--- src/rtl/hook_overlay_pkg.sv ---
// hook_overlay_pkg
// Shared definitions for the hook overlay block.
//   RGB_W           width of an RGB444 pixel
//   HOOK_W, HOOK_H  hook sprite bounding box (columns, rows)
//   HOOK_DY_MIN/MAX per-column range of rows drawn, relative to the hook origin
//   state_t         position-update FSM states
//   hook_mask()     tests one sprite-relative coordinate against the mask
package hook_overlay_pkg;

  localparam int RGB_W     = 12;
  localparam int HOOK_W    = 7;
  localparam int HOOK_H    = 10;
  localparam int HOOK_DY_W = 4;

  // Column dx of the sprite covers rows HOOK_DY_MIN[dx]..HOOK_DY_MAX[dx].
  localparam logic [HOOK_DY_W-1:0] HOOK_DY_MIN [HOOK_W] =
    '{4'd0, 4'd1, 4'd2, 4'd3, 4'd4, 4'd5, 4'd6};
  localparam logic [HOOK_DY_W-1:0] HOOK_DY_MAX [HOOK_W] =
    '{4'd9, 4'd8, 4'd8, 4'd7, 4'd7, 4'd6, 4'd6};

  typedef enum logic [1:0] {
    ST_IDLE   = 2'd0,
    ST_LOAD   = 2'd1,
    ST_DIV    = 2'd2,
    ST_COMMIT = 2'd3
  } state_t;

  // Caller guarantees dx < 8 and dy < 16; the column range is checked here.
  function automatic logic hook_mask(input logic [2:0] dx,
                                     input logic [HOOK_DY_W-1:0] dy);
    if (dx >= 3'(HOOK_W)) return 1'b0;
    return (dy >= HOOK_DY_MIN[dx]) && (dy <= HOOK_DY_MAX[dx]);
  endfunction

endpackage

--- src/rtl/hook_div.sv ---
// hook_div
// Serial restoring divider by a constant DIVISOR, one quotient bit per clock.
// A quotient takes exactly WIDTH cycles: the cycle with start high computes
// the MSB, and done is high on the cycle computing the LSB, with the complete
// quotient presented combinationally on that same cycle. A new start may be
// issued on the cycle after done, giving back-to-back quotients with no gap.
// start overrides any division in progress. The remainder is discarded.
// Ports:
//   clk, rst   clock, synchronous active-high reset
//   start      begin a division of dividend (sampled this cycle)
//   dividend   value to divide
//   quotient   result, valid while done is high
//   done       last quotient bit is being computed this cycle
module hook_div #(
  parameter int WIDTH   = 14,
  parameter int DIVISOR = 10
) (
  input  logic             clk,
  input  logic             rst,
  input  logic             start,
  input  logic [WIDTH-1:0] dividend,
  output logic [WIDTH-1:0] quotient,
  output logic             done
);

  localparam int              CNT_W = $clog2(WIDTH + 1);
  localparam logic [WIDTH:0]  DIV_V = (WIDTH + 1)'(DIVISOR);

  logic [WIDTH-1:0] rem_q, work_q, quo_q;
  logic [CNT_W-1:0] cnt_q;
  logic             run_q;

  logic [WIDTH-1:0] rem_in, work_in, quo_in;
  logic [CNT_W-1:0] cnt_in;
  logic [WIDTH:0]   shifted;
  logic             active, ge;
  logic [WIDTH-1:0] rem_d, work_d, quo_d;

  always_comb begin
    // A start cycle works on the fresh operand instead of the registers.
    rem_in  = start ? '0       : rem_q;
    work_in = start ? dividend : work_q;
    quo_in  = start ? '0       : quo_q;
    cnt_in  = start ? '0       : cnt_q;
    active  = start | run_q;

    shifted = {rem_in, work_in[WIDTH-1]};
    ge      = (shifted >= DIV_V);
    rem_d   = ge ? WIDTH'(shifted - DIV_V) : WIDTH'(shifted);
    quo_d   = WIDTH'({quo_in, ge});
    work_d  = work_in << 1;

    done     = active && (cnt_in == CNT_W'(WIDTH - 1));
    quotient = quo_d;
  end

  always_ff @(posedge clk) begin
    if (rst) begin
      run_q  <= 1'b0;
      cnt_q  <= '0;
      rem_q  <= '0;
      work_q <= '0;
      quo_q  <= '0;
    end else if (active) begin
      rem_q  <= rem_d;
      work_q <= work_d;
      quo_q  <= quo_d;
      cnt_q  <= cnt_in + CNT_W'(1);
      run_q  <= !done;
    end
  end

endmodule

--- src/rtl/hook_overlay.sv ---
// hook_overlay
// Composites up to CHANNELS fishing lines and hook sprites over a background
// RGB444 pixel stream, one pixel per clock, with one cycle of latency.
// Raw positions are divided by SCALE once per frame by a single shared serial
// divider; all results are swapped into shadow registers in one cycle so the
// drawn image only ever changes between two pixels, never mid-divide.
// Handshake: frame_start is a one-cycle request with no acknowledge; busy is
// high from the cycle after a request until the new shadow values are in use.
// A request while busy restarts the snapshot and discards partial quotients.
// Ports:
//   clk, rst      pixel clock, synchronous active-high reset
//   frame_start   pulse at start of vertical blank; triggers a position update
//   h_position    raw hook x per channel, packed, ch0 in LSBs
//   v_position    raw hook y per channel, packed
//   line_x        line column per channel, packed
//   ch_enable     per-channel draw enable, sampled with positions
//   valid         active-video flag
//   h_cnt, v_cnt  current pixel column/row
//   pixel         background RGB444
//   vga           composited RGB444, registered
//   busy          position update in progress
module hook_overlay
  import hook_overlay_pkg::*;
#(
  parameter int                      CHANNELS = 2,
  parameter int                      POS_W    = 14,
  parameter int                      CNT_W    = 10,
  parameter int                      SCALE    = 10,
  parameter int                      LINE_TOP = 72,
  parameter logic [CHANNELS*12-1:0]  CH_COLOR = {CHANNELS{12'hfff}}
) (
  input  logic                      clk,
  input  logic                      rst,
  input  logic                      frame_start,
  input  logic [CHANNELS*POS_W-1:0] h_position,
  input  logic [CHANNELS*POS_W-1:0] v_position,
  input  logic [CHANNELS*CNT_W-1:0] line_x,
  input  logic [CHANNELS-1:0]       ch_enable,
  input  logic                      valid,
  input  logic [CNT_W-1:0]          h_cnt,
  input  logic [CNT_W-1:0]          v_cnt,
  input  logic [RGB_W-1:0]          pixel,
  output logic [RGB_W-1:0]          vga,
  output logic                      busy
);

  // Quotients are ordered ch0 x, ch0 y, ch1 x, ch1 y, ...
  localparam int NQ   = 2 * CHANNELS;
  localparam int QI_W = (NQ > 1) ? $clog2(NQ) : 1;
  // Pixel comparisons use the wider of the position and counter widths so an
  // out-of-range quotient can never alias onto a visible pixel.
  localparam int CW   = (POS_W > CNT_W) ? POS_W : CNT_W;

  state_t state_q, state_d;

  logic [POS_W-1:0]    stage_val [NQ];
  logic [CNT_W-1:0]    stage_lx  [CHANNELS];
  logic [CHANNELS-1:0] stage_en;
  logic [POS_W-1:0]    quo_q     [NQ];
  logic [QI_W-1:0]     q_idx;
  logic                launch;

  logic [POS_W-1:0]    shadow_h  [CHANNELS];
  logic [POS_W-1:0]    shadow_v  [CHANNELS];
  logic [CNT_W-1:0]    shadow_lx [CHANNELS];
  logic [CHANNELS-1:0] shadow_en;

  logic [RGB_W-1:0]    vga_q, pix_d;
  logic [CHANNELS-1:0] hit;

  logic                div_start, div_done;
  logic [POS_W-1:0]    div_quo;

  // ---------------------------------------------------------------------
  // Update FSM
  // ---------------------------------------------------------------------
  always_comb begin
    state_d = state_q;
    unique case (state_q)
      ST_IDLE:   if (frame_start) state_d = ST_LOAD;
      ST_LOAD:   state_d = ST_DIV;
      ST_DIV:    if (div_done && (q_idx == QI_W'(NQ - 1))) state_d = ST_COMMIT;
      ST_COMMIT: state_d = ST_IDLE;
      default:   state_d = ST_IDLE;
    endcase
    // A new frame always restarts the update from a fresh snapshot.
    if (frame_start) state_d = ST_LOAD;
  end

  assign busy      = (state_q != ST_IDLE);
  // launch is high on the first cycle of each quotient.
  assign div_start = (state_q == ST_DIV) && launch;

  always_ff @(posedge clk) begin
    if (rst) begin
      state_q   <= ST_IDLE;
      launch    <= 1'b0;
      q_idx     <= '0;
      shadow_en <= '0;
      for (int k = 0; k < CHANNELS; k++) begin
        shadow_h[k]  <= '0;
        shadow_v[k]  <= '0;
        shadow_lx[k] <= '0;
      end
    end else begin
      state_q <= state_d;
      unique case (state_q)
        ST_LOAD: begin
          launch <= 1'b1;
          q_idx  <= '0;
        end
        ST_DIV: begin
          launch <= div_done;
          if (div_done && (q_idx != QI_W'(NQ - 1))) q_idx <= q_idx + QI_W'(1);
        end
        ST_COMMIT: begin
          shadow_en <= stage_en;
          for (int k = 0; k < CHANNELS; k++) begin
            shadow_h[k]  <= quo_q[2*k];
            shadow_v[k]  <= quo_q[2*k+1];
            shadow_lx[k] <= stage_lx[k];
          end
        end
        default: ;
      endcase
    end
  end

  // Staging and quotient registers are only read after being written in
  // the same update, so they need no reset.
  always_ff @(posedge clk) begin
    if (state_q == ST_LOAD) begin
      stage_en <= ch_enable;
      for (int k = 0; k < CHANNELS; k++) begin
        stage_val[2*k]   <= h_position[k*POS_W +: POS_W];
        stage_val[2*k+1] <= v_position[k*POS_W +: POS_W];
        stage_lx[k]      <= line_x[k*CNT_W +: CNT_W];
      end
    end
    if ((state_q == ST_DIV) && div_done) quo_q[q_idx] <= div_quo;
  end

  hook_div #(
    .WIDTH   (POS_W),
    .DIVISOR (SCALE)
  ) u_div (
    .clk      (clk),
    .rst      (rst),
    .start    (div_start),
    .dividend (stage_val[q_idx]),
    .quotient (div_quo),
    .done     (div_done)
  );

  // ---------------------------------------------------------------------
  // Per-channel hit detection
  // ---------------------------------------------------------------------
  for (genvar k = 0; k < CHANNELS; k++) begin : g_hit
    logic [CW-1:0] hc, vc, hx, hy, dx, dy;
    logic          line_hit, in_box, hook_hit;

    assign hc = CW'(h_cnt);
    assign vc = CW'(v_cnt);
    assign hx = CW'(shadow_h[k]);
    assign hy = CW'(shadow_v[k]);
    assign dx = hc - hx;
    assign dy = vc - hy;

    assign line_hit = (h_cnt == shadow_lx[k]) &&
                      (vc >= CW'(LINE_TOP)) && (vc <= hy);
    // Differences are only meaningful once both are known non-negative.
    assign in_box   = (hc >= hx) && (vc >= hy) &&
                      (dx < CW'(HOOK_W)) && (dy < CW'(HOOK_H));
    assign hook_hit = in_box && hook_mask(dx[2:0], dy[HOOK_DY_W-1:0]);

    assign hit[k] = shadow_en[k] && (line_hit || hook_hit);
  end

  // ---------------------------------------------------------------------
  // Priority composite and output register
  // ---------------------------------------------------------------------
  always_comb begin
    pix_d = pixel;
    // Walk from the highest index down so the lowest hitting channel wins.
    for (int k = CHANNELS - 1; k >= 0; k--) begin
      if (hit[k]) pix_d = CH_COLOR[k*RGB_W +: RGB_W];
    end
    if (!valid) pix_d = '0;
  end

  always_ff @(posedge clk) begin
    if (rst) vga_q <= '0;
    else     vga_q <= pix_d;
  end

  assign vga = vga_q;

endmodule

--- config.mk ---
export PLATFORM = sky130hd
export DESIGN_NAME = hook_overlay
export DESIGN_NICKNAME = d
export VERILOG_FILES = /design/src/rtl/hook_overlay_pkg.sv /design/src/rtl/hook_div.sv /design/src/rtl/hook_overlay.sv
export SDC_FILE = /design/constraint.sdc
export NUM_CORES = 1
export LEC_CHECK = 0
export ABC_AREA = 1
export CORE_MARGIN = 2
export CORE_UTILIZATION = 45
export DETAILED_ROUTE_END_ITERATION = 16
export PLACE_DENSITY = 0.71
export RECOVER_POWER = 50
export REMOVE_ABC_BUFFERS = 1
export SETUP_SLACK_MARGIN = 0.05
export SLEW_MARGIN = 30
export SYNTH_ARGS = -nofsm -noshare
export SYNTH_HDL_FRONTEND = slang
export SYNTH_SLANG_ARGS = --single-unit
--- constraint.sdc ---
create_clock -name clk -period 7.76 [get_ports clk]
set_input_delay 1.94 -clock clk [delete_from_list [all_inputs] [get_ports clk]]
set_output_delay 1.94 -clock clk [all_outputs]
set_load 0.005 [all_outputs]
==> results.py, run 1 <==
metrics = {
    "critical_path": {
        "cp.required_ns": 8.21,
        "worstSetupPathType": "register to register",
        "critPathLaunchType": "register",
        "critical_path.max_stage_delay_ns": 1.75,
        "worstPathCellList": "inv_1 -> ha_1 -> nand2_1 -> clkinvlp_2 -> nor2_1 -> nor2_1 -> nand2_1 -> inv_1 -> nand2_1 -> nor2_4 -> o21ai_0 -> nand2_4 -> nor2_4 -> nand2_2 -> nor2_1 -> a21oi_1 -> o21ai_1 -> nand2_1",
        "cp_common_cell": "nand2_1",
        "reg2reg_to": "u_div.rem_q[12]$_SDFFE_PP0P_",
        "worstPathArrival_ns": 6.25,
        "cp_slowest_cell": "clkinvlp_2",
        "reg2reg_slack_ns": 1.96,
        "end_kind": "register",
        "r2r_start": "state_q[0]$_SDFFE_PP0P_",
        "cp_max_fo": 62,
        "rr_worst_depth": 18,
    },
    "die": {
        "die_area_um2": 33530,
        "num_rows": 65,
        "io_pins": 127,
        "core_region_area_um2": 31560,
        "die_h_um": 183.1,
        "start_util_pct": 45.76,
        "die-width_um": 183.1,
    },
    "cells_and_area": {
        "final_common_cell": "nand2_1",
        "n_antenna_cell": 0,
        "syn2layout_area_growth_pct": 17.71,
        "mostFrequentLayoutCells": "364 x nand2_1, 347 x inv_1, 243 x nor2_1",
        "nNetsFinal": 2004,
        "final_layout_size_suffix_gt1_share_pct": 4.303,
    },
    "worst_hold_path": {
        "min_path_type": "register to register",
        "min-delay-start": "u_div.work_q[6]$_SDFFE_PP0P_",
        "min_to": "u_div.work_q[6]$_SDFFE_PP0P_",
        "worstHoldPathCells": 2,
    },
    "clock_tree": {
        "htreeDepth": 1,
        "clockRootBuffer": "clkbuf_16",
        "cts_setup_buffers": 0,
        "hold_buffers": 0,
        "cts-resized-gates": 0,
        "path_clk_slew_ns": 0.06,
        "clk_path_buf_depth": 3,
        "cts_buffers": 28,
        "cts_tree": "done",
        "insertion_delay_ns": 0.56,
        "numClockSinks": 276,
    },
    "grt": {
        "grt.overflow.total": 0,
        "grt_pass1_wl_um": 53430,
        "grt_max_degree": 79,
        "antenna_found_initial": 1,
        "grt_use_total_pct": 19.91,
        "grt_pass1_vias": 10840,
    },
    "routing": {
        "drc": 0,
        "wl_per_cell_um": 14.65,
        "drtAntennaViolNets": 0,
        "vias": 10980,
        "drt-total-wl_um": 32790,
        "vias_per_cell": 4.905,
        "drtIter0Drc": 721,
        "first_pass_iters": 5,
    },
    "synthesis": {
        "synth_cell_types": 47,
        "synth_ff_type": "edfxtp_1",
        "synth_cells": 1684,
        "yosysWarningCount": 0,
        "syn_area_per_cell_um2": 8.574,
        "synth-edff-count": 210,
        "seq_area_frac_synth_pct": 52.82,
        "syn-cell-area_um2": 14440,
        "async_flop_share_pct": 0,
        "synth_seq_cells": 276,
    },
    "pwr": {
        "power.switching_mw": 0.8841,
        "ir_drop_v": 0.0002038,
        "pwr_density_cell_nw_per_um2": 203.9,
        "power_frac_comb_pct": 13.9,
        "seqPwrFrac_pct": 48.4,
        "p_leak_nw": 7.712,
        "power_mw": 3.466,
        "p_clk_share_pct": 37.7,
        "switching_share_pct": 25.51,
        "p_int_mw": 2.582,
    },
    "placed_design": {
        "io_buffers": 126,
        "gp_congestion": 0.8732,
        "dp.final_hpwl_um": 24710,
    },
    "timing": {
        "slew_violations": 152,
        "clock_skew_ns": 0.02743,
        "max_freq_ghz": 0.1723,
        "min_period_ns": 5.804,
        "rsz0062_at_grt": "no",
        "slew-limit-headroom_pct": -173.1,
        "fin_crit_sh_pct": 74.79,
        "worst_pin_slew_ns": 4.097,
        "setup_viol": 0,
        "hold_viol": 0,
        "tns_ns": 0,
    },
    "run_status": {
        "violations": "capacitance limit, slew limit",
        "outcome": "finished with violations",
    },
    "flow_run": {
        "maxCapViolCount": 3,
    },
}
power groups by stage:
stage          Combinational (mW)  Sequential [mW]  Clock (mW)
6_report                    0.482             1.68        1.31
2_1_floorplan               0.324             1.70           0
3_5_place_dp                0.494             1.71           0
4_1_cts                     0.497             1.67        1.34
3_3_place_gp                0.484             1.70           0
5_1_grt                     0.555             1.68        1.40
per-layer routing:
metal  up-vias  track usage (%)  routed length [um]
li1       5667                -                   -
met1      5010            25.31               14190
met2       240            35.68               16240
met3        58            2.780                1613
met4         2            5.152                 733
met5         -                0                  13
metrics by stage:
stage | std cells | worst slack (ns) | util (%) | hold slack [ns] | instance area, um^2
detailed placement | 2186 | 1.932 | 51.11 | 0.4402 | 16130
global route | 2238 | 1.206 | 53.86 | 0.4919 | 17000
floorplan | 1651 | 3.228 | - | 0.4231 | 14290
CTS | 2238 | 2.488 | 53.98 | 0.4566 | 17030
finish | 2238 | 1.956 | 53.86 | 0.4628 | 17000
global placement | 2186 | 2.067 | 51.11 | 0.4350 | 16130
logic make-up (layout without fill, tap and decap cells):
group | Yosys count | count (layout) | synth area share (%)
XOR/XNOR | 27 | 27 | 1.638
buffers and inverters | 385 | 537 | 10.18
flip-flops | 276 | 276 | 52.82
AO/OA/AOI/OAI | 165 | 165 | 6.915
AND/OR/NAND/NOR | 755 | 755 | 21.65
adder cells (fa/ha/maj) | 76 | 76 | 6.794
cell type report:
| class | instances | area [um^2] |
|---|---|---|
| sequential | 276 | 7627 |
| clock inverter | 16 | 133.9 |
| clock buffer | 36 | 770.7 |
| multi-input combinational | 1023 | 5333 |
| timing repair buffer | 133 | 1306 |
| inverter | 352 | 1323 |
| tap | 402 | 503.0 |
| fill | 2847 | 14560 |
worst max-delay path, delay by kind of cell, from the launching register on:
family	cells	cell delay, ns
buffers and inverters	3	1.88
and+or+nand+nor	11	2.31
DFF	1	0.41
AOI/OAI and AO/OA	3	0.83
adders and majority gates	1	0.27
cell usage after synthesis, types with 4 or more instances:
| master | instances | share of area, % |
|---|---|---|
| o32ai_1 | 13 | 0.79 |
| nor2_1 | 243 | 6.3 |
| clkbuf_1 | 22 | 0.57 |
| o211ai_1 | 4 | 0.21 |
| o22ai_1 | 16 | 0.69 |
| nor2_2 | 10 | 0.43 |
| nor3_1 | 12 | 0.42 |
| o21ai_0 | 63 | 2.2 |
| nand4_1 | 20 | 0.87 |
| nand2_2 | 5 | 0.22 |
| dfxtp_1 | 66 | 9.2 |
| nand2_1 | 364 | 9.5 |
| xnor2_1 | 13 | 0.79 |
| inv_1 | 347 | 9.0 |
| edfxtp_1 | 210 | 44 |
| a21oi_1 | 43 | 1.5 |
| nand3b_1 | 5 | 0.26 |
| ha_1 | 72 | 6.2 |
| fa_1 | 4 | 0.55 |
| o221ai_1 | 11 | 0.67 |
| buf_1 | 4 | 0.10 |
| xor2_1 | 14 | 0.85 |
| nand3_1 | 84 | 2.9 |
worst max-delay path by stage:
| stage | slack, ns | startpoint | to |
|---|---|---|---|
| after floorplan | 3.23 | h_cnt[0] | vga[0]$_SDFF_PP0_ |
| after global placement | 2.07 | h_cnt[0] | vga[2]$_SDFF_PP0_ |
| after detailed placement | 1.93 | h_cnt[0] | vga[9]$_SDFF_PP0_ |
| after CTS | 2.49 | h_cnt[0] | vga[3]$_SDFF_PP0_ |
| after global routing | 1.21 | state_q[0]$_SDFFE_PP0P_ | u_div.rem_q[12]$_SDFFE_PP0P_ |
| final | 1.96 | state_q[0]$_SDFFE_PP0P_ | u_div.rem_q[12]$_SDFFE_PP0P_ |
registers in the layout (all words and copies together) (netlist names), 13 cells and up, named ones only:
name,flops
quo_q,56
stage_val,56
shadow_h,28
shadow_v,28
shadow_lx,20
stage_lx,20
u_div.rem_q,14
u_div.quo_q,13
u_div.work_q,13
Note: power is estimated with default switching activity, not from simulation.
==> inputs of run 2 (changes only) <==
==> constraint.sdc (replaced) <==
create_clock -name clk -period 5.9 [get_ports clk]
set_input_delay 1.475 -clock clk [delete_from_list [all_inputs] [get_ports clk]]
set_output_delay 1.475 -clock clk [all_outputs]
set_load 0.005 [all_outputs]
==> run 2 against run 1 <==
  * The flow still finishes with violations (capacitance limit, slew limit)
  * Register-to-register slack got worse by 0.40 ns
  * Core utilization increased by 0.17 points
  * Largest power group unchanged
  * Die area unchanged
  * Global-route usage decreased by 0.20 points
  * Clock power increased by 37%
  * Design area increased by 0.32%
  * Worst hold slack got worse by 0.0039 ns
  * Wire length decreased by 0.31%
==> results.py, run 2 (synthesis gave the netlist of run 1 again) <==
metrics = {
    "run_status": {
        "outcome": "finished with violations",
        "violations": "capacitance limit, slew limit",
    },
    "grt": {
        "grt_max_degree": 79,
        "grt_pass1_vias": 10970,
        "antenna_found_initial": 1,
        "grt_use_total_pct": 19.70,
        "grt.overflow.total": 0,
        "grt_pass1_wl_um": 53180,
    },
    "critical_path": {
        "cp_max_fo": 12,
        "reg2reg_slack_ns": 1.56,
        "worstSetupStartpoint": "h_cnt[0]",
        "critical_path.max_stage_delay_ns": 0.56,
        "worstSetupPathType": "input port to register",
        "cp_common_cell": "nand2_1",
        "end_kind": "register",
        "cp_num_buf_inv": 5,
        "crit_end": "vga[4]$_SDFF_PP0_",
        "reg2reg_to": "u_div.rem_q[12]$_SDFFE_PP0P_",
        "cp.required_ns": 6.37,
        "rr_worst_depth": 15,
        "worstPathArrival_ns": 5.27,
        "crit_family": "simple AND/OR/NAND/NOR gates",
        "cp_slowest_cell": "clkdlybuf4s50_1",
        "crit_cells": 26,
        "r2r_start": "state_q[0]$_SDFFE_PP0P_",
        "critPathLaunchType": "input port",
    },
    "worst_hold_path": {
        "min_path_type": "register to register",
    },
    "routing": {
        "drtAntennaViolNets": 0,
        "vias_per_cell": 4.909,
        "wl_per_cell_um": 14.59,
        "drt-total-wl_um": 32690,
        "first_pass_iters": 5,
        "drc": 0,
        "vias": 11000,
        "drtIter0Drc": 796,
    },
    "timing": {
        "setup_viol": 0,
        "slew-limit-headroom_pct": -168.6,
        "max_freq_ghz": 0.2081,
        "worst_pin_slew_ns": 4.029,
        "setup_ws_ns": 1.095,
        "hold_viol": 0,
        "min_period_ns": 4.805,
        "clock_skew_ns": 0.02426,
        "tns_ns": 0,
        "fin_crit_sh_pct": 81.44,
        "slew_violations": 151,
        "rsz0062_at_grt": "no",
    },
    "clock_tree": {
        "cts-resized-gates": 0,
        "path_clk_slew_ns": 0.06,
        "cts_buffers": 29,
        "cts_tree": "done",
        "numClockSinks": 276,
        "clockRootBuffer": "clkbuf_16",
        "clk_path_buf_depth": 3,
        "hold_buffers": 0,
        "htreeDepth": 1,
        "insertion_delay_ns": 0.55,
        "cts_setup_buffers": 0,
    },
    "pwr": {
        "switching_share_pct": 24.85,
        "p_clk_share_pct": 38.7,
        "pwr_density_cell_nw_per_um2": 271.9,
        "power_mw": 4.636,
        "p_leak_nw": 7.771,
        "ir_drop_v": 0.0002197,
        "seqPwrFrac_pct": 47.6,
        "p_int_mw": 3.484,
        "power.switching_mw": 1.152,
        "power_frac_comb_pct": 13.7,
    },
    "cells_and_area": {
        "final_layout_size_suffix_gt1_share_pct": 4.024,
        "final_common_cell": "nand2_1",
        "utilization_pct": 54.03,
        "n_antenna_cell": 0,
        "syn2layout_area_growth_pct": 18.08,
        "nNetsFinal": 2006,
        "mostFrequentLayoutCells": "365 x nand2_1, 347 x inv_1, 243 x nor2_1",
        "largest_registers": "quo_q: 56 flops, stage_val: 56 flops",
    },
    "die": {
        "num_rows": 65,
        "die_h_um": 183.1,
        "start_util_pct": 45.76,
        "core_region_area_um2": 31560,
        "die_area_um2": 33530,
        "die-width_um": 183.1,
        "io_pins": 127,
    },
    "placed_design": {
        "gp_congestion": 0.8847,
        "dp.final_hpwl_um": 24730,
        "pre_cts_ws_ns": 0.5316,
        "io_buffers": 126,
    },
    "flow_run": {
        "maxCapViolCount": 3,
    },
}
## run 2: power groups by stage
stage               Sequential, mW  Combinational (mW)  Clock [mW]
floorplan                     2.23               0.426           0
global placement              2.24               0.639           0
detailed placement            2.24               0.650           0
CTS                           2.20               0.654        1.83
global route                  2.21               0.729        1.91
finish                        2.21               0.635        1.79
## run 2: worst min-delay path, stage by stage, from the launching register on
cell and delay, ns:
dfxtp_1 0.33, nand2_1 0.05, o21ai_0 0.05
## run 2: through the flow
stage               cells  hold slack (ns)  cell area, um^2
floorplan            1651           0.4231            14290
global placement     2187           0.4347            16130
detailed placement   2187           0.4449            16140
CTS                  2241           0.4605            17090
global route         2241           0.4710            17050
finish               2241           0.4589            17050
## run 2: area by class of cell
type / count / area, um^2
clock buffers: 35 / 769.5
flip-flops and latches: 276 / 7627
well taps: 402 / 503.0
repair buffers: 134 / 1318
multi-input cells: 1023 / 5328
inverters: 352 / 1324
fillers: 2815 / 14510
clock inverters: 19 / 181.4
## run 2: worst min path at each step
stage                                       from                           end  slack, ns  cells past startpoint
global placement    u_div.work_q[7]$_SDFFE_PP0P_  u_div.work_q[7]$_SDFFE_PP0P_       0.43                      2
detailed placement  u_div.work_q[7]$_SDFFE_PP0P_  u_div.work_q[7]$_SDFFE_PP0P_       0.44                      2
CTS                 u_div.work_q[7]$_SDFFE_PP0P_  u_div.work_q[7]$_SDFFE_PP0P_       0.46                      2
global route        u_div.work_q[8]$_SDFFE_PP0P_  u_div.work_q[8]$_SDFFE_PP0P_       0.47                      2
floorplan           u_div.work_q[2]$_SDFFE_PP0P_  u_div.work_q[2]$_SDFFE_PP0P_       0.42                      2
finish              u_div.work_q[7]$_SDFFE_PP0P_  u_div.work_q[7]$_SDFFE_PP0P_       0.46                      2
## run 2: per-layer routing
metal  vias up  share of wire [%]  GRT usage, %
li1       5664                  -             -
met1      4997                 44         25.55
met2       285                 49         34.91
met3        53                4.6         2.621
met4         2                2.1         4.928
met5         -              0.040             0
==> inputs of run 3 (changes only) <==
==> constraint.sdc (replaced) <==
create_clock -name clk -period 5 [get_ports clk]
set_input_delay 1.25 -clock clk [delete_from_list [all_inputs] [get_ports clk]]
set_output_delay 1.25 -clock clk [all_outputs]
set_load 0.005 [all_outputs]
==> run 3 against run 2 <==
  * Critical path type unchanged
  * The flow still finishes with violations (capacitance limit, slew limit)
  * Count of clock-buffer cells in the layout increased by 2
  * Worst setup slack got worse by 0.54 ns
  * Global-route usage increased by 0.16 points
==> results.py, run 3 (synthesis gave the netlist of run 1 again) <==
metrics = {
    "run_status": {
        "outcome": "finished with violations",
        "violations": "capacitance limit, slew limit",
    },
    "cells_and_area": {
        "nNetsFinal": 2011,
        "stdcell_count": 2245,
        "mostFrequentLayoutCells": "363 x nand2_1, 347 x inv_1, 244 x nor2_1",
        "largest_registers": "quo_q: 56 flops, stage_val: 56 flops",
        "final_layout_size_suffix_gt1_share_pct": 4.938,
        "fin_area_um2": 17190,
        "n_antenna_cell": 0,
        "final_common_cell": "nand2_1",
        "syn2layout_area_growth_pct": 19.03,
        "fillers": 2852,
    },
    "critical_path": {
        "rr_worst_depth": 3,
        "end_kind": "register",
        "worstSetupPathType": "input port to register",
        "reg2reg_to": "stage_lx[0][9]$_DFFE_PP_",
        "critical_path.max_stage_delay_ns": 0.47,
        "r2r_start": "state_q[1]$_SDFFE_PP0P_",
        "cp_slowest_cell": "clkdlybuf4s50_1",
        "worstPathArrival_ns": 4.91,
        "critPathLaunchType": "input port",
        "cp_max_fo": 12,
        "cp.required_ns": 5.46,
        "reg2reg_slack_ns": 1.06,
        "cp_common_cell": "nand2_1",
    },
    "worst_hold_path": {
        "min-delay-start": "u_div.work_q[7]$_SDFFE_PP0P_",
        "min_path_type": "register to register",
        "worstHoldPathCells": 2,
        "min_to": "u_div.work_q[7]$_SDFFE_PP0P_",
    },
    "grt": {
        "grt_use_total_pct": 19.87,
        "grt_max_degree": 79,
        "grt.overflow.total": 0,
        "antenna_found_initial": 1,
        "grt_pass1_vias": 10940,
        "grt_pass1_wl_um": 53630,
    },
    "timing": {
        "clock_skew_ns": 0.01288,
        "fin_crit_sh_pct": 88.86,
        "worst_pin_slew_ns": 3.050,
        "setup_viol": 0,
        "hold_viol": 0,
        "rsz0062_at_grt": "no",
        "min_period_ns": 4.443,
        "slew_violations": 138,
        "slew-limit-headroom_pct": -103.3,
        "max_freq_ghz": 0.2251,
    },
    "routing": {
        "drt-total-wl_um": 32970,
        "drtAntennaViolNets": 0,
        "first_pass_iters": 5,
        "drc": 0,
        "wl_per_cell_um": 14.69,
        "drtIter0Drc": 660,
        "vias": 11110,
        "vias_per_cell": 4.949,
    },
    "die": {
        "die_h_um": 183.1,
        "start_util_pct": 45.76,
        "num_rows": 65,
        "die-width_um": 183.1,
        "io_pins": 127,
        "die_area_um2": 33530,
        "core_region_area_um2": 31560,
    },
    "placed_design": {
        "post-place-cells": 2193,
        "io_buffers": 126,
        "dp.final_hpwl_um": 25000,
        "gp_congestion": 0.8919,
        "dpl_cell_area_um2": 16190,
    },
    "pwr": {
        "p_leak_nw": 7.813,
        "pwr_density_cell_nw_per_um2": 327.9,
        "ir_drop_v": 0.0002686,
    },
    "clock_tree": {
        "path_clk_slew_ns": 0.06,
        "cts_tree": "done",
        "clockRootBuffer": "clkbuf_16",
        "clk_path_buf_depth": 3,
        "numClockSinks": 276,
        "insertion_delay_ns": 0.54,
        "cts_setup_buffers": 0,
        "htreeDepth": 1,
        "cts_buffers": 28,
    },
    "flow_run": {
        "maxCapViolCount": 2,
    },
}
-- run 3: changes by cell type in the layout (fill, tap and decap cells not counted), moves of 2 or more --
cell,delta
dlygate4sd3_1,-12
clkdlybuf4s50_1,+12
clkbuf_1,-2
nand2_2,+2
nand2_1,-2
bufinv_16,+2
clkinv_1,-8
buf_4,+5
clkbuf_8,+5
inv_8,+2
-- run 3: layout make-up --
type | count | area, um^2 | share of cell area [%]
tap | 402 | 503.0 | 2.927
clock inverter | 15 | 225.2 | 1.310
multi-input combinational | 1023 | 5341 | 31.08
sequential | 276 | 7627 | 44.38
timing repair buffer | 140 | 1360 | 7.913
clock buffer | 37 | 805.8 | 4.688
inverter | 352 | 1324 | 7.702
-- run 3: through the flow --
step	setup TNS, ns	util (%)	hold WS, ns	total power, mW	worst slack [ns]
3_5_place_dp	-0.9294	51.31	0.4403	3.416	-0.09876
3_3_place_gp	0	51.31	0.4346	3.397	0.04764
5_1_grt	0	54.46	0.4784	5.886	0.05246
6_report	0	54.46	0.4543	5.636	0.5571
4_1_cts	0	54.58	0.4563	5.692	0.4320
2_1_floorplan	0	-	0.4231	3.139	1.158
-- run 3: worst max-delay path, delay by kind of cell --
kind | cells | cell delay, ns
and+or+nand+nor | 19 | 1.99
buffers and inverters | 6 | 0.85
adders and majority gates | 3 | 0.82
-- run 3: layer usage --
layer | share of wire (%) | vias up | routed length [um] | GRT usage (%)
met2 | 49 | 269 | 16250 | 35.62
met1 | 44 | 5112 | 14450 | 25.19
met4 | 2.3 | 2 | 767 | 5.696
met5 | 0.039 | - | 13 | 0
met3 | 4.5 | 60 | 1499 | 2.502
li1 | - | 5667 | - | -
-- run 3: report_power, final --
part | switching [mW] | internal [mW] | leakage (nW)
sequential | 0.0331 | 2.57 | 2.58
clock | 0.877 | 1.40 | 0.504
combinational | 0.465 | 0.291 | 4.73
-- run 3: worst max path at each step --
stage / startpoint / end / slack (ns) / depth (start not counted)
global route: h_cnt[0] / vga[0]$_SDFF_PP0_ / 0.05 / 28
CTS: h_cnt[0] / vga[0]$_SDFF_PP0_ / 0.43 / 28
detailed placement: h_cnt[0] / vga[2]$_SDFF_PP0_ / -0.1 / 28
global placement: h_cnt[0] / vga[9]$_SDFF_PP0_ / 0.05 / 24
finish: h_cnt[0] / vga[0]$_SDFF_PP0_ / 0.56 / 28
floorplan: h_cnt[0] / vga[0]$_SDFF_PP0_ / 1.16 / 25
-- run 3: repair_timing --
action,in CTS,in global routing
endpoints found under the hold margin,0,0
gates resized for setup,0,1
hold buffers,0,0
setup endpoints to repair,0,12
